**src/rtl/nibble_serial_addsub_pkg.sv**
```systemverilog
// Shared ALU definitions: state encoding, opcode values and slice width.
package nibble_serial_addsub_pkg;

  localparam logic [1:0] ST_IDLE = 2'd0;
  localparam logic [1:0] ST_LO   = 2'd1;
  localparam logic [1:0] ST_HI   = 2'd2;
  localparam logic [1:0] ST_DONE = 2'd3;

  localparam logic OP_ADD = 1'b0;
  localparam logic OP_SUB = 1'b1;

  localparam int NIBBLE_W = 4;

  typedef enum logic [1:0] {
    S_IDLE = ST_IDLE,
    S_LO   = ST_LO,
    S_HI   = ST_HI,
    S_DONE = ST_DONE
  } state_t;

endpackage

```
**src/rtl/nibble_serial_addsub_cla_nibble_add.sv**
```systemverilog
// 4-bit carry-lookahead adder slice, purely combinational.
module cla_nibble_add
  import nibble_serial_addsub_pkg::*;
(
  input  logic [NIBBLE_W-1:0] x,
  input  logic [NIBBLE_W-1:0] y,
  input  logic                ci,
  output logic [NIBBLE_W-1:0] s,
  output logic                co
);

  logic [3:0] g;
  logic [3:0] p;
  logic [3:1] c;

  assign g = x & y;
  assign p = x ^ y;

  // Every carry is expanded from generate/propagate so no carry ripples.
  assign c[1] = g[0] | (p[0] & ci);
  assign c[2] = g[1] | (p[1] & g[0]) | (p[1] & p[0] & ci);
  assign c[3] = g[2] | (p[2] & g[1]) | (p[2] & p[1] & g[0])
              | (p[2] & p[1] & p[0] & ci);
  assign co   = g[3] | (p[3] & g[2]) | (p[3] & p[2] & g[1])
              | (p[3] & p[2] & p[1] & g[0]) | (p[3] & p[2] & p[1] & p[0] & ci);

  assign s = p ^ {c[3:1], ci};

endmodule

```
**src/rtl/nibble_serial_addsub.sv**
```systemverilog
// 8-bit add/subtract that reuses one 4-bit lookahead slice over two cycles,
// low nibble first, then high nibble; result and flags are registered.
//
// state | meaning
// IDLE  | waiting for start; operands latched when start=1
// LO    | slice works on bits [3:0], low nibble and carry c4 captured
// HI    | slice works on bits [7:4], result and flags written
// DONE  | done pulse for one cycle, then back to IDLE
module nibble_serial_addsub
  import nibble_serial_addsub_pkg::*;
#(
  parameter int DATA_W = 8
) (
  input  logic              clk,
  input  logic              rst,
  input  logic              start,
  input  logic              op_sub,
  input  logic [DATA_W-1:0] a,
  input  logic [DATA_W-1:0] b,
  output logic              busy,
  output logic              done,
  output logic [DATA_W-1:0] result,
  output logic              cout,
  output logic              zero,
  output logic              negative,
  output logic              overflow
);

  state_t state, state_next;

  logic [DATA_W-1:0]   a_l;
  logic [DATA_W-1:0]   b_l;
  logic                op_sub_l;
  logic                c4;
  logic [NIBBLE_W-1:0] lo_nib;

  logic [NIBBLE_W-1:0] slice_x;
  logic [NIBBLE_W-1:0] slice_y;
  logic                slice_ci;
  logic [NIBBLE_W-1:0] slice_s;
  logic                slice_co;
  logic [DATA_W-1:0]   full_r;
  logic                b7_eff;

  // State register.
  always_ff @(posedge clk or posedge rst) begin
    if (rst) state <= S_IDLE;
    else     state <= state_next;
  end

  // Next-state sequencing and status outputs decoded from the state.
  always_comb begin
    state_next = state;
    busy       = 1'b0;
    done       = 1'b0;
    unique case (state)
      S_IDLE: if (start) state_next = S_LO;
      S_LO: begin
        busy       = 1'b1;
        state_next = S_HI;
      end
      S_HI: begin
        busy       = 1'b1;
        state_next = S_DONE;
      end
      S_DONE: begin
        done       = 1'b1;
        state_next = S_IDLE;
      end
    endcase
  end

  // Slice input mux: subtract is a + ~b + 1, the +1 entering as the low carry-in.
  always_comb begin
    slice_x  = a_l[NIBBLE_W-1:0];
    slice_y  = b_l[NIBBLE_W-1:0] ^ {NIBBLE_W{op_sub_l}};
    slice_ci = op_sub_l;
    if (state == S_HI) begin
      slice_x  = a_l[DATA_W-1:NIBBLE_W];
      slice_y  = b_l[DATA_W-1:NIBBLE_W] ^ {NIBBLE_W{op_sub_l}};
      slice_ci = c4;
    end
  end

  cla_nibble_add u_slice (
    .x  (slice_x),
    .y  (slice_y),
    .ci (slice_ci),
    .s  (slice_s),
    .co (slice_co)
  );

  assign full_r = {slice_s, lo_nib};
  assign b7_eff = b_l[DATA_W-1] ^ op_sub_l;

  // Operand latch, inter-nibble carry and result/flag registers.
  always_ff @(posedge clk or posedge rst) begin
    if (rst) begin
      a_l      <= '0;
      b_l      <= '0;
      op_sub_l <= 1'b0;
      c4       <= 1'b0;
      lo_nib   <= '0;
      result   <= '0;
      cout     <= 1'b0;
      zero     <= 1'b0;
      negative <= 1'b0;
      overflow <= 1'b0;
    end else begin
      if (state == S_IDLE && start) begin
        a_l      <= a;
        b_l      <= b;
        op_sub_l <= op_sub;
      end
      if (state == S_LO) begin
        lo_nib <= slice_s;
        c4     <= slice_co;
      end
      if (state == S_HI) begin
        result   <= full_r;
        cout     <= slice_co;
        zero     <= (full_r == '0);
        negative <= slice_s[NIBBLE_W-1];
        overflow <= (a_l[DATA_W-1] == b7_eff) && (slice_s[NIBBLE_W-1] != a_l[DATA_W-1]);
      end
    end
  end

endmodule

```
**config.mk**
```make
export PLATFORM = sky130hd
export DESIGN_NAME = nibble_serial_addsub
export DESIGN_NICKNAME = d
export VERILOG_FILES = /design/src/rtl/nibble_serial_addsub_pkg.sv /design/src/rtl/nibble_serial_addsub_cla_nibble_add.sv /design/src/rtl/nibble_serial_addsub.sv
export SDC_FILE = /design/constraint.sdc
export NUM_CORES = 1
export LEC_CHECK = 0
export CAP_MARGIN = 0
export CORE_UTILIZATION = 51
export DETAILED_ROUTE_END_ITERATION = 10
export GPL_TIMING_DRIVEN = 0
export HOLD_SLACK_MARGIN = 0.06
export PLACE_DENSITY = 0.89
export SLEW_MARGIN = 40
export SYNTH_ARGS = -nofsm -noshare
export SYNTH_HDL_FRONTEND = slang
export SYNTH_SLANG_ARGS = --single-unit
```
**constraint.sdc**
```tcl
create_clock -name clk -period 3 [get_ports clk]
set_input_delay 0.6 -clock clk [delete_from_list [all_inputs] [get_ports clk]]
set_output_delay 0.6 -clock clk [all_outputs]
set_load 0.05 [all_outputs]
```
==> run summary, run 1 <==
The synthesized net count is 169. In this run the standard cell core region covers 3360 sq um. The post-placement worst setup slack is -41.5 ps. Static timing analysis puts the maximum clock frequency at 0.352 GHz. The setup-violating endpoint count in the final report is 0. Of all flip-flops after synthesis, the portion carrying an async set or reset was 100%. The average cell area after synthesis is 13.1 sq um. TritonCTS built the clock tree.

For this run, the number of Yosys warnings is 0. The net total in the final layout came out at 208. The part of the cycle the worst path needs is between 90 and 100%. The maximum number of pins on one net before global-route repair is 36.

The wire-length estimate of the detail-placed layout is ~2400 um. The clock sink total came out at 35. Max-cap violations in this run came to 0. The routability-driven placement congestion ratio came out at 0.787. The clock edge transition at the registers on the reported setup and hold paths came out at 100 ps. Among the stages of the critical path, the cell type that occurs most often is sky130_fd_sc_hd__mux2_2.

The library cell contributing the largest single delay on the critical path is sky130_fd_sc_hd__dfrtp_1. After global routing the overflow that remains totals 0. By area the synthesized netlist is led by sky130_fd_sc_hd__dfrtp_1 48%, sky130_fd_sc_hd__mux2_2 20%, sky130_fd_sc_hd__ha_1 6.9%. The fraction of the mapped netlist area in adder cells is roughly 8.0%.

The floorplan step set the die width to roughly 60 um. The number of buffers inserted by port buffering is 33. The clock period minus final worst setup slack is about 2800 ps.

Clock tree synthesis selected as its root buffer the cell sky130_fd_sc_hd__clkbuf_4. Data on the critical path is required at its endpoint by 3220 ps. After clock tree synthesis, the flow added hold-fix buffers numbering 0. The number of primary I/O pins came out at 34. The number of placement rows came out at 21. After Yosys synthesis, XOR and XNOR cells account for 3.39% of the synthesized area.

The share of synthesized area spent on multiplexers came out at 23.9%. The diode insertion count for antenna repair is 0. The initial core utilization came out at a little over half. The DRC marker count from the first detailed-route iteration came out at 30. The final worst-path setup slack came out at roughly 160 ps.

The largest family of logic cells by synthesized area is multiplexers. The number of storage elements in the synthesis netlist is 35. The minimum hold slack is 512 ps. The clock reaches the later pin of the worst-skew pair after about 340 ps. The post-synthesis instance area came out at about 1800 sq um.

The synthesized netlist contains 30 unique library cells. The share of the yosys chip area belonging to registers came out at about half. The filler cell count came out at 280. The flow ran to the end, and the final reports show no timing, DRC or antenna violations. The share of final-layout standard cells stronger than drive strength 1 is 28.1%. The signal on the critical path passes through inv_1, ha_1, buf_12, mux2_2, ha_2, and3b_1, a2111oi_4, o211ai_2, mux2_2. The post-CTS setup buffer count is 0. The measured slew at the worst slew-check pin came out at 698 ps.

The number of antenna violations at the first check in global routing is 0. The post-route antenna net violation count is 0. The number of enable flip-flop cells after synthesis is 0.

The vertical extent of the die is around 62 um. After detailed routing, the number of vias per cell comes to 5.47. The headroom to the max-slew limit came out at 53.4%. The pre-antenna-repair detailed-routing pass consisted of 4 iterations.

The global-route wire length before repair came out at 5130 um. The number of failing hold endpoints at the final stage is 0. The area enclosed by the die boundary came out at 3790 sq um. Of the total synthesized cell area, the portion taken by AND, OR, NAND and NOR gates is 7.47%. The worst setup path is launched from a flop. The post-synthesis cell type with the largest combined area is sky130_fd_sc_hd__dfrtp_1. The maximum fanout along the worst path is 19. The remaining routing DRC violations is 0. STA classifies the critical path endpoint as a flop.

Summed over all layers, the routed wires come to 3140 um. The via count of the first global-routing pass is 1,183. The layout overhead on the synthesized area came out at 26.9%.

In the global route stage, overall resource usage came out at 18.9%. CTS built an H-tree with a depth of 2. The most frequently used cell type in the post-synthesis netlist is sky130_fd_sc_hd__dfrtp_1. The fraction of the mapped netlist area in compound gates is 5.26%. The final routed wire length divided by cell count came out at 14.0 um. The via total after detailed routing is about 1,200. After synthesis, the most frequently instantiated cells are 35 x sky130_fd_sc_hd__dfrtp_1, 32 x sky130_fd_sc_hd__mux2_2, 10 x sky130_fd_sc_hd__ha_1. The CTS buffer count came out at 5.

The number of instances in the synthesized netlist is 138. The number of slew-limit violations in the final report came out at 0. Among all flip-flop cells after synthesis, the most frequent one is sky130_fd_sc_hd__dfrtp_1. The share of the synthesized area in the top cell type came out at 48.4%. The peak per-stage delay on the critical path is 420 ps. In this run the worst hold path is classified as reg -> reg.

The arrival time of the worst setup path came out at 3060 ps. The clock skew after layout is 7.46 ps. The setup path with the least slack is of type reg -> reg. In this run the deepest clock path goes through 2 buffers.
[final cells by class]
type	instances	area, sq um	share of cell area, %
clock buffer	8	68.8	3.00
multi-input combinational	90	895	39.0
sequential	35	876	38.2
timing repair buffer	33	330	14.4
buffer	6	43.8	1.91
inverter	6	22.5	0.982
tap	46	57.6	2.51
[kinds of logic (layout without fill, tap and decap cells)]
logic type                 count (synthesis)  in the layout
muxes                                     38             38
adders and majority gates                 11             11
buffers and inverters                     13             53
xor gates and xnor gates                   7              7
and+or+nand+nor                           22             22
DFF                                       35             35
AOI/OAI and AO/OA                         12             12
[routing by layer]
layer / part of all wire [%] / track usage [%] / up-vias / wire length [um]
met1: 41 / 20.4 / 607 / 1280
met3: 4.9 / 5.88 / 7 / 153
met2: 52 / 34.4 / 40 / 1650
met4: 1.8 / 7.30 / 0 / 58
li1: - / - / 572 / -
met5: 0 / 0 / - / 0
[final timing paths]
kind	slack, ps	depth (start not counted)	start	to
hold / removal	510	1	a_l[4]	a_l[4]
setup reg to reg	160	9	state[0]	lo_nib[2]
min in group asynchronous	680	2	rst	cout
setup / recovery	160	9	state[0]	lo_nib[2]
max in group asynchronous	1860	2	rst	b_l[1]
hold reg to reg	510	1	a_l[4]	a_l[4]
[critical path: cells and delay by family, from the launching register on]
family          cells  cell delay (ps)
compound gates      2              520
fa+ha+maj           2              590
buf+inv             2              310
flops               1              420
mux                 2              660
simple gates        1              220
[metrics by stage]
step | cells | area [sq um] | utilization, % | TNS [ps]
2_1_floorplan | 138 | 1810 | - | 0
3_3_place_gp | 217 | 2200 | 65.3 | 0
3_5_place_dp | 217 | 2200 | 65.3 | -86.1
4_1_cts | 224 | 2260 | 67.2 | 0
5_1_grt | 224 | 2290 | 68.2 | -5.74
6_report | 224 | 2290 | 68.2 | 0
[placed cells by master, fill, tap and decap left out, types with 2 or more instances in the layout]
cell                              count
sky130_fd_sc_hd__ha_2                 2
sky130_fd_sc_hd__ha_1                 8
sky130_fd_sc_hd__nand4b_1             2
sky130_fd_sc_hd__nand3_1              3
sky130_fd_sc_hd__clkbuf_4             5
sky130_fd_sc_hd__clkbuf_8             2
sky130_fd_sc_hd__o211ai_2             2
sky130_fd_sc_hd__nor4b_1              2
sky130_fd_sc_hd__clkbuf_1             4
sky130_fd_sc_hd__nor2_1               4
sky130_fd_sc_hd__nor2b_1              2
sky130_fd_sc_hd__xnor2_1              5
sky130_fd_sc_hd__mux2i_1              5
sky130_fd_sc_hd__nand2_1              2
sky130_fd_sc_hd__xor2_1               2
sky130_fd_sc_hd__mux2_2              32
sky130_fd_sc_hd__inv_1                5
sky130_fd_sc_hd__dfrtp_1             35
sky130_fd_sc_hd__clkdlybuf4s50_1     33
sky130_fd_sc_hd__a21oi_1              7
sky130_fd_sc_hd__nor4_1               2
[registers in the layout, summed over array words and instances, names as in the netlist]
name	count
a_l	8
b_l	8
c4	1
cout	1
lo_nib	4
op_sub_l	1
overflow	1
result	8
state	2
zero	1
[repair_timing]
action / 4_1_cts / 5_1_grt
gates cloned: 0 / 0
resized for setup: 0 / 6
setup endpoints to repair: 3 / 3
pin swaps: 0 / 2
hold endpoints to repair: 0 / 0
Power of run 1 is not shown: default switching activity piles up to over one toggle a cycle in this logic, so the estimate is an artifact.
==> run 2: changes to the inputs <==
Settings changed: CTS_CLUSTER_DIAMETER from default to 200, CTS_CLUSTER_SIZE from default to 25, GPL_TIMING_DRIVEN 0 to 1.
==> run 2 against run 1 <==
Against the previous run:
- first-iteration DRC count unchanged
- core utilization down 2.1 points
- critical path depth down 1
- final area down 3.1%
- clock-buffer cell count down 2
- flip-flop and latch count unchanged
- sequential share of layout area up 1.2 points
- non-clock buffer count down 3
- clock skew down 4.8 ps
- maximum frequency up 4.5%
==> run summary, run 2 (synthesized netlist as in run 1, its figures left out) <==
The flow ran to the end, and the final reports show no timing, DRC or antenna violations. The post-route antenna net violation count is 0 (unchanged). The clock period minus final worst setup slack came out at 2720 ps (-121 ps). The number of buffers inserted by port buffering is 33 (unchanged). The part of the cycle the worst path needs came out at 90.6% (-4.0 points).

The die outline width came out at 61.5 um (unchanged). The number of antenna violations at the first check in global routing is 0 (unchanged). The number of failing hold endpoints at the final stage came out at 0 (unchanged). The maximum frequency from static timing analysis came out at 0.368 GHz (+4.5%).

The via density per instance is 5.41 (-1.1%). The net total in the final layout came out at 205 (-1.4%). The number of search-and-repair iterations in the first detailed-routing pass came out at 4 (unchanged).

The worst setup path is captured at a flop. The library cells used most frequently in the layout, excluding fill and tap cells, are 35 x sky130_fd_sc_hd__dfrtp_1, 33 x sky130_fd_sc_hd__clkdlybuf4s50_1, 32 x sky130_fd_sc_hd__mux2_2. The via count of the first global-routing pass is 1,204 (+1.8%). The peak per-stage delay on the critical path came out at 420 ps (about the same). In the final layout, the registers with the most flip-flops are a_l (8), b_l (8), result (8).

The DRC marker count from the first detailed-route iteration came out at 30 (unchanged). The number of levels in the clock H-tree came out at 2 (unchanged). The filler cell count came out at 276 (-1.4%). The number of placement rows came out at 21 (unchanged). The clock sink total was 35 (unchanged). The final setup TNS came out at 0 ps (unchanged).

The total global routing overflow is 0 (unchanged). The TritonCTS clock tree is yes. The clock skew after layout came out at 2.71 ps (-4.76 ps). The number of max-cap violations is 0 (unchanged). The global-route wire length before repair was 5240 um (+2.3%). The internal reg-to-reg setup slack was 280 ps (+120 ps). The maximum number of pins on one net before global-route repair came out at 36 (unchanged).

The final routed wire length divided by cell count is 13.8 um (-1.2%). The CTS buffer count was 5 (unchanged). The worst reg2reg path startpoint is state[0].

The via total after detailed routing is 1,185 (-3.3%). The category of the worst setup path launch point is a flop. Setup repair after global routing left no endpoint under its margin. The remaining routing DRC violations was 0 (unchanged). The maximum fanout along the worst path came to 8 (-11). The cell depth of the worst setup path is 8 (-1). The number of primary I/O pins came to 34 (unchanged). The worst hold path begins at b_l[6]. The startpoint of the most critical setup path is state[0]. The final worst-path setup slack is 283 ps (+121 ps).

The buffers plus inverters on the worst setup path was 1 (-1). The area enclosed by the die boundary was 3790 sq um (unchanged). The final wirelength is 3030 um (-3.4%).

In this design, the largest share of critical-path delay is due to adder cells. The library cell used most frequently in the layout, excluding fill and tap cells, is sky130_fd_sc_hd__dfrtp_1. In this run the worst hold path is classified as reg -> reg. The final HPWL from detailed placement came out at 2360 um (-2.2%).

The worst setup path is of the reg -> reg kind. The minimum hold slack came out at 514 ps (+2.29 ps). The share of final-layout standard cells stronger than drive strength 1 came out at 26.0% (-2.1 points). By instance count, the cell type seen most on the critical path is sky130_fd_sc_hd__mux2_2.

The data required time of the worst path came out at 3230 ps (about the same). The measured slew at the worst slew-check pin is 682 ps (-16.1 ps). The number of slew-limit violations in the final report was 0 (unchanged). The worst register-to-register path ends at result[6]. The area of the placeable core is 3360 sq um (unchanged).

The setup-violating endpoint count in the final report came out at 0 (unchanged). The post-placement worst setup slack came out at 180 ps (+221 ps). The vertical extent of the die was 61.5 um (unchanged). The routability-driven placement congestion ratio came out at 0.850 (+8.0%). The clock latency on the worst-skew pair is 330 ps (about the same). Following the worst setup path forward leads to its endpoint at result[6]. In this run the clock root is driven by a sky130_fd_sc_hd__clkbuf_4. The cell depth of the worst flop-to-flop path was 8 (-1). The headroom to the max-slew limit came out at 54.4% (+1.0 points). For this design, the slowest cell found on the critical path is sky130_fd_sc_hd__dfrtp_1.

The maximum number of buffers from clock root to sink came out at 2 (unchanged). The clock edge transition at the registers on the reported setup and hold paths is 90 ps (about the same). The arrival time of the worst setup path is 2940 ps (-120 ps).

The initial core utilization is 53.8% (unchanged). The critical path goes through inv_1, ha_2, mux2_2, ha_1, nor4b_1, a2111oi_2, o211ai_2, mux2_2. The aggregate global-route resource usage is 19.5% (+0.62 points).

The diode insertion count for antenna repair came out at 0 (unchanged). The area growth from synthesis to layout is 22.9%.
run 2: area by class of cell:
cell class	instances	area, sq um	area share [%]
repair buffers	36	353	15.9
multi-input cells	90	872	39.2
flip-flops and latches	35	876	39.4
inverters	6	22.5	1.01
well taps	46	57.6	2.59
clock buffers	6	41.3	1.86
run 2: how the worst min path moves through the flow:
stage / to / slack, ps / cells after the start
after global routing: b_l[3] / 540 / 1
final: b_l[6] / 510 / 1
after global placement: a_l[3] / 490 / 1
after floorplan: a_l[4] / 470 / 1
after detailed placement: b_l[6] / 500 / 1
after CTS: b_l[6] / 520 / 1
run 2: per-stage QoR:
step           utilization [%]  instances  instance area [sq um]
2_1_floorplan                -        138                   1810
3_3_place_gp              64.8        213                   2180
3_5_place_dp              64.8        213                   2180
4_1_cts                   66.0        219                   2220
5_1_grt                   66.1        219                   2220
6_report                  66.1        219                   2220
run 2: routing by layer:
layer / wire (um) / global-route usage (%)
met5: 0 / 0
met4: 66 / 6.98
met3: 153 / 7.14
met2: 1520 / 33.3
met1: 1300 / 22.5
run 2: timing repair:
action,CTS,global route
hold buffers,0,0
gates resized for setup,0,1
setup endpoints to repair,0,3
setup buffers,0,0
run 2: worst reg2reg max path, cell delays in order, from the launching register on:
cell and delay (ps):
sky130_fd_sc_hd__dfrtp_1 420, sky130_fd_sc_hd__inv_1 140, sky130_fd_sc_hd__ha_2 310, sky130_fd_sc_hd__mux2_2 370, sky130_fd_sc_hd__ha_1 370, sky130_fd_sc_hd__nor4b_1 190
sky130_fd_sc_hd__a2111oi_2 360, sky130_fd_sc_hd__o211ai_2 160, sky130_fd_sc_hd__mux2_2 290
Power of run 2 is left out for the same reason.
==> run 3: changes to the inputs <==
Settings changed: CORE_UTILIZATION 51 to 45, PLACE_DENSITY 0.89 to 0.82.
==> run 3 against run 2 <==
Against the previous run:
- register-to-register slack worse by 40 ps
- die area up 13%
- critical path depth unchanged
- sequential share of layout area down 0.46 points
- routed wire length down 2.6%
- flip-flop and latch count unchanged
- largest cell class unchanged
- highest routed layer unchanged
==> run summary, run 3 (synthesized netlist as in run 1, its figures left out) <==
The flow ran to the end, and the final reports show no timing, DRC or antenna violations. The initial core utilization is 48.3% (-5.5 points). Clock tree synthesis selected as its root buffer the cell sky130_fd_sc_hd__clkbuf_8. The post-route antenna net violation count is 0 (unchanged). The via count of the first global-routing pass is 1,226 (+1.8%). The part of the cycle the worst path needs is 92.0% (+1.5 points).

The final routed wire length divided by cell count came out at 13.4 um (-3.0%). The share of final-layout standard cells stronger than drive strength 1 is 25.6% (-0.43 points). The via density per instance came to 5.25 (-3.0%). The count of placed standard cells in the final layout, fillers left out is 220 (+0.46%). The CTS buffer count is 5 (unchanged). The measured slew at the worst slew-check pin is 658 ps (-23.9 ps). The DRC marker count from the first detailed-route iteration was 36 (+20%).

The area of the placeable core is 3740 sq um (+11%). The most numerous cell on the critical path is sky130_fd_sc_hd__mux2_2. The total global routing overflow is 0 (unchanged). The internal reg-to-reg setup slack came out at 240 ps (-40 ps).

The final setup TNS is 0 ps (unchanged). The maximum number of pins on one net before global-route repair came out at 36 (unchanged). The maximum frequency from static timing analysis came out at 0.362 GHz (-1.6%). The worst setup path is launched from a flop. The area enclosed by the die boundary came out at 4280 sq um (+13%). The via total after detailed routing came out at 1,155 (-2.5%).

The setup-violating endpoint count in the final report is 0 (unchanged). The vertical extent of the die came out at 65.4 um (+6.2%). The arrival time of the worst setup path came out at 2920 ps (-20 ps). The routability-driven placement congestion ratio came to 0.821 (-3.4%). The remaining routing DRC violations came out at 0 (unchanged). The largest registers in the layout are a_l (8), b_l (8), result (8). The diode insertion count for antenna repair came out at 0 (unchanged). The number of buffers inserted by port buffering came out at 33 (unchanged). The number of levels in the clock H-tree came out at 2 (unchanged). The number of primary I/O pins is 34 (unchanged). The final HPWL from detailed placement is 2280 um (-3.4%). The number of gates resized after CTS was 0 (unchanged). Setup repair after global routing left no endpoint under its margin. The type of the worst min-delay path is reg -> reg. In the layout the commonest cells are 35 x sky130_fd_sc_hd__dfrtp_1, 33 x sky130_fd_sc_hd__clkdlybuf4s50_1, 32 x sky130_fd_sc_hd__mux2_2. The maximum fanout along the worst path is 7 (-1). The type of the worst setup path is reg -> reg. The instance count after placement with tap cells included came out at 214 (+0.47%). Walking the worst path, the cells encountered are inv_1, ha_2, mux2_2, ha_1, nor4b_1, a2111oi_2, o211ai_2, mux2_2. The number of slew-limit violations in the final report came out at 0 (unchanged). The clock edge transition at the registers on the reported setup and hold paths came out at 60 ps (-30 ps). The headroom to the max-slew limit came out at 56.0% (+1.6 points). The clock period minus final worst setup slack came out at 2760 ps (+43.8 ps).

The number of failing hold endpoints at the final stage is 0 (unchanged). The type of element capturing the critical path is a flop. The number of max-cap violations came out at 0 (unchanged). The maximum number of buffers from clock root to sink came out at 2 (unchanged). The final wirelength came out at 2960 um (-2.6%). Leaving out fill and tap cells, the most frequent cell in the layout is sky130_fd_sc_hd__dfrtp_1. The number of search-and-repair iterations in the first detailed-routing pass came out at 3 (-1). The die outline width came out at 65.4 um (+6.2%). The hold-fix buffer count after cts is 0 (unchanged). The post-CTS setup buffer count is 0 (unchanged). The peak per-stage delay on the critical path was 400 ps (-20 ps). The net total in the final layout is 204 (-0.49%). The area growth from synthesis to layout is 24.4%. The number of placement rows is 22 (+4.8%). TritonCTS built the clock tree. Among all stages on the critical path, the largest delay is contributed by sky130_fd_sc_hd__dfrtp_1. The global-route wire length before repair is 5340 um (+1.8%).

The number of antenna violations at the first check in global routing was 0 (unchanged). The clock latency on the worst-skew pair is 280 ps (-50 ps). The data required time of the worst path came out at 3160 ps (-70 ps).

The clock skew after layout is 3.54 ps (+0.831 ps). The clock sink total is 35 (unchanged). The filler cell count is 311 (+13%). The aggregate global-route resource usage came out at 16.9% (-2.7 points). The minimum hold slack came to 503 ps (-10.9 ps).
[run 3: changes by cell type in the layout (fill, tap and decap cells not counted), sizes merged]
| cell | delta |
|---|---|
| buf | -1 |
[run 3: worst max-delay path: cells and delay by family (launching register included)]
family / cells / cell delay [ps]
compound gates: 2 / 580
fa+ha+maj: 2 / 670
buf+inv: 1 / 130
flops: 1 / 400
mux: 2 / 660
simple gates: 1 / 180
[run 3: through the flow]
| step | setup WS (ps) | instance area, sq um | utilization (%) |
|---|---|---|---|
| after floorplan | 251 | 1810 | - |
| after global placement | 255 | 2170 | 58.1 |
| after detailed placement | 190 | 2170 | 58.1 |
| after CTS | 163 | 2250 | 60.0 |
| after global routing | 40.4 | 2250 | 60.1 |
| final | 239 | 2250 | 60.1 |
[run 3: path summary, 6_finish.rpt]
check | from | end | cells past startpoint
max | state[0] | result[6] | 8
min | a_l[0] | a_l[0] | 1
max reg2reg | state[0] | result[6] | 8
min reg2reg | a_l[0] | a_l[0] | 1
max in group asynchronous | rst | lo_nib[0] | 3
min in group asynchronous | rst | result[1] | 3
[run 3: final cells by class]
| type | count | area, sq um | share of cell area [%] |
|---|---|---|---|
| clock buffers | 6 | 72.6 | 3.23 |
| inverters | 6 | 22.5 | 1.00 |
| multi-input cells | 90 | 872 | 38.8 |
| flip-flops and latches | 35 | 876 | 39.0 |
| well taps | 48 | 60.1 | 2.67 |
| repair buffers | 35 | 345 | 15.4 |
[run 3: metal layers]
layer  track usage (%)  share of wire (%)  vias to the layer above
li1                  -                  -                      559
met1              19.0                 42                      564
met2              29.9                 52                       29
met3              5.73                4.8                        3
met4              4.89                1.0                        0
met5                 0                  0                        -
Power of run 3 is left out for the same reason.
==> variant 1 (config.mk and constraints of run 3) <==
Reset style: synchronous (`rst`), changed in 2 clocked blocks.
--- a/src/rtl/nibble_serial_addsub.sv
+++ b/src/rtl/nibble_serial_addsub.sv
@@ -43,7 +43,7 @@
   logic                b7_eff;
 
   // State register.
-  always_ff @(posedge clk or posedge rst) begin
+  always_ff @(posedge clk) begin
     if (rst) state <= S_IDLE;
     else     state <= state_next;
   end
@@ -94,7 +94,7 @@
   assign b7_eff = b_l[DATA_W-1] ^ op_sub_l;
 
   // Operand latch, inter-nibble carry and result/flag registers.
-  always_ff @(posedge clk or posedge rst) begin
+  always_ff @(posedge clk) begin
     if (rst) begin
       a_l      <= '0;
       b_l      <= '0;
Behaviour: differs if rst is asserted again (counterexample within 4 cycles, from zero or initial values and one cycle with rst high); with rst held inactive, the same outputs for 10 cycles.
==> variant 1 against run 3 <==
Wire length grew 7.3%. Cell area shrank 3.0%. Synthesized area shrank 6.9%. Sequential cell count is the same. Worst setup slack lost 0.0021 ns.
==> variant 1: results (changes against run 3) <==
metric,value,unit,change
status,"complete, no violations",,unchanged
grt_use_met3,6.16,%,was 5.73%
min_period_over_period,92.1,%,was 92.0%
inverters,3,,was 6
grt_pass1_wl,5.82,mm,was 5.34 mm
slew_headroom,64.0,%,was 56.0%
signal_buffers,36,,was 35
critPathCapture,overflow$_SDFFE_PP0P_,,was result[6]$_DFFE_PP0P_
hold_end,a_l[5]$_SDFFE_PP0P_,,was a_l[0]$_DFFE_PP0P_
wl_met2,1.50,mm,was 1.53 mm
ys_types,35,,was 30
sh_seq_area,32.1,%,was 39.0%
crit_path_max_fanout,8,,was 7
final-clk-cell-share,6.25,%,was 3.23%
multi_input_comb_cells,138,,was 90
ys_top_cells_by_area,"dfxtp_1 42%, nand2_1 8.3%, mux2i_1 7.7%, ha_1 7.4%, a21oi_1 5.9%",,"was dfrtp_1 48%, mux2_2 20%, ha_1 6.9%, mux2i_1 2.8%, xnor2_1 2.4%"
grtUsageTotal,18.9,%,was 16.9%
synth_compound_area_share,12.1,%,was 5.26%
gp_congestion,0.947,,was 0.821
nFlopsAndLatches,35,,unchanged
holdPathStages,2,,was 1
finalClockSkew,0.00767,ns,was 0.00354 ns
muxShareOfSynthArea,11.3,%,was 23.9%
worstHoldStart,a_l[5]$_SDFFE_PP0P_,,was a_l[0]$_DFFE_PP0P_
gr-usage-met2,30.5,%,was 29.9%
fin_nets,250,,was 204
synthXorXnorAreaFrac,3.12,%,was 3.39%
wl_met1,1.46,mm,was 1.25 mm
slowest_stage,or4_4,,was dfrtp_1
drt_first_pass_iters,4,,was 3
cp-startpoint,state[0]$_SDFFE_PP0P_,,was state[0]$_DFFE_PP0P_
==> variant 1: changes by cell type in the layout (fill, tap and decap cells not counted), moves of 3 or more <==
| cell | run 3 | this run |
|---|---|---|
| a21oi_1 | 7 | 20 |
| a211oi_1 | 0 | 5 |
| nor2_1 | 4 | 16 |
| inv_1 | 6 | 3 |
| dfxtp_1 | 0 | 35 |
| mux2_2 | 32 | 4 |
| mux2i_1 | 5 | 13 |
| dfrtp_1 | 35 | 0 |
| nand2_1 | 2 | 37 |
| nand2b_1 | 0 | 3 |
==> variant 1: stage by stage <==
| stage | hold WS [ns] | total power [mW] | instance area [um^2] | std cells |
|---|---|---|---|---|
| detailed placement | 0.447 | 1.52 | 2030 | 258 |
| CTS | 0.460 | 2.02 | 2170 | 266 |
| finish | 0.457 | 2.02 | 2180 | 266 |
| global placement | 0.443 | 1.50 | 2030 | 258 |
| global route | 0.477 | 2.16 | 2180 | 266 |
| floorplan | 0.433 | 1.31 | 1680 | 189 |
==> variant 2 (flow settings as in run 3) <==
Made on the original files. Register the output `done`, cleared by the reset; this adds one clock of latency there. The other outputs are not delayed to match. Comments in the files are not updated.
--- a/src/rtl/nibble_serial_addsub.sv
+++ b/src/rtl/nibble_serial_addsub.sv
@@ -26,6 +26,8 @@
   output logic              overflow
 );
 
+  logic done_d;
+
   state_t state, state_next;
 
   logic [DATA_W-1:0]   a_l;
@@ -52,7 +54,7 @@
   always_comb begin
     state_next = state;
     busy       = 1'b0;
-    done       = 1'b0;
+    done_d     = 1'b0;
     unique case (state)
       S_IDLE: if (start) state_next = S_LO;
       S_LO: begin
@@ -64,7 +66,7 @@
         state_next = S_DONE;
       end
       S_DONE: begin
-        done       = 1'b1;
+        done_d     = 1'b1;
         state_next = S_IDLE;
       end
     endcase
@@ -126,5 +128,13 @@
     end
   end
 
+  always_ff @(posedge clk or posedge rst) begin
+    if (rst) begin
+      done <= '0;
+    end else begin
+      done <= done_d;
+    end
+  end
+
 endmodule
 
Formal check against the unedited RTL: not equivalent (Yosys sat finds a counterexample within 4 cycles, from zero or initial values and one cycle with rst high).
==> variant 2 against run 3 <==
Synthesized area up 1.4%. Wire length grew 5.2%. Cell area up 2.2%. Critical path depth unchanged. Global-route usage down 0.094 points. Sequential share of layout area rose by 0.24 points. Non-clock buffer count grew 1. Sequential cell count is 1 higher. Worst setup slack improved by 0.0065 ns. Highest routed layer unchanged.
Power is not shown: default switching activity piles up to over one toggle a cycle in this logic, so the estimate is an artifact.
==> variant 2: results (changes against run 3) <==
metric,value,unit,change
finalClockSkew,0.00563,ns,was 0.00354 ns
fillCellCount,287,,was 311
drive_gt1_share,26.1,%,was 25.6%
gr-usage-met2,28.2,%,was 29.9%
synth_compound_area_share,5.19,%,was 5.26%
wl_met3,156,um,was 142 um
wl_met1,1.37,mm,was 1.25 mm
ys_top_cells_by_area,"dfrtp_1 49%, mux2_2 20%, ha_1 6.8%, mux2i_1 2.7%, xnor2_1 2.4%",,"was dfrtp_1 48%, mux2_2 20%, ha_1 6.9%, mux2i_1 2.8%, xnor2_1 2.4%"
worst_ep_arrival_time,2.93,ns,was 2.92 ns
first_global_vias,1242,,was 1226
synth_adder_area_share,7.92,%,was 8.03%
status,"complete, no violations",,unchanged
post-place-cells,216,,was 214
wl_per_cell,13.9,um,was 13.4 um
wl_met2,1.55,mm,was 1.53 mm
grt_max_degree,37,,was 36
crit_path_max_fanout,9,,was 7
syn_inst,139,,was 138
place_hpwl,2.33,mm,was 2.28 mm
slew_headroom,55.3,%,was 56.0%
syn_nets,170,,was 169
drt_first_pass_iters,4,,was 3
clockBufferDepth,2,,unchanged
gp_congestion,0.811,,was 0.821
grt_pass1_wl,5.48,mm,was 5.34 mm
fin_nets,206,,was 204
synth_commonest_cells,"36 x dfrtp_1, 32 x mux2_2, 10 x ha_1",,"was 35 x dfrtp_1, 32 x mux2_2, 10 x ha_1"
place_ws,0.152,ns,was 0.190 ns
grt_use_met3,6.21,%,was 5.73%
muxShareOfSynthArea,23.6,%,was 23.9%
drt-total-wl,3.11,mm,was 2.96 mm
grtUsageTotal,16.8,%,was 16.9%
met1_usage,20.2,%,was 19.0%
ys_seq_area_share,49.1,%,was 48.4%
==> variant 2: cell types whose count changed after synthesis, sizes merged <==
cell   delta
dfrtp     +1
==> variant 2: final cells by class <==
type                       count  share of cell area, %
sequential                    36                   39.2
multi-input combinational     90                   37.9
timing repair buffer          36                   15.4
clock buffer                   8                   3.92
tap                           48                   2.61
inverter                       6                  0.980
==> variant 2: path summary, 6_finish.rpt <==
path | startpoint | endpoint | slack (ns) | cells after the start
worst max-delay path | state[0]$_DFFE_PP0P_ | result[6]$_DFFE_PP0P_ | 0.25 | 8
worst min-delay path | a_l[1]$_DFFE_PP0P_ | a_l[1]$_DFFE_PP0P_ | 0.51 | 1
worst max register to register | state[0]$_DFFE_PP0P_ | result[6]$_DFFE_PP0P_ | 0.25 | 8
worst min register to register | a_l[1]$_DFFE_PP0P_ | a_l[1]$_DFFE_PP0P_ | 0.51 | 1
max in group asynchronous | rst | a_l[1]$_DFFE_PP0P_ | 1.96 | 3
min in group asynchronous | rst | result[5]$_DFFE_PP0P_ | 0.72 | 3
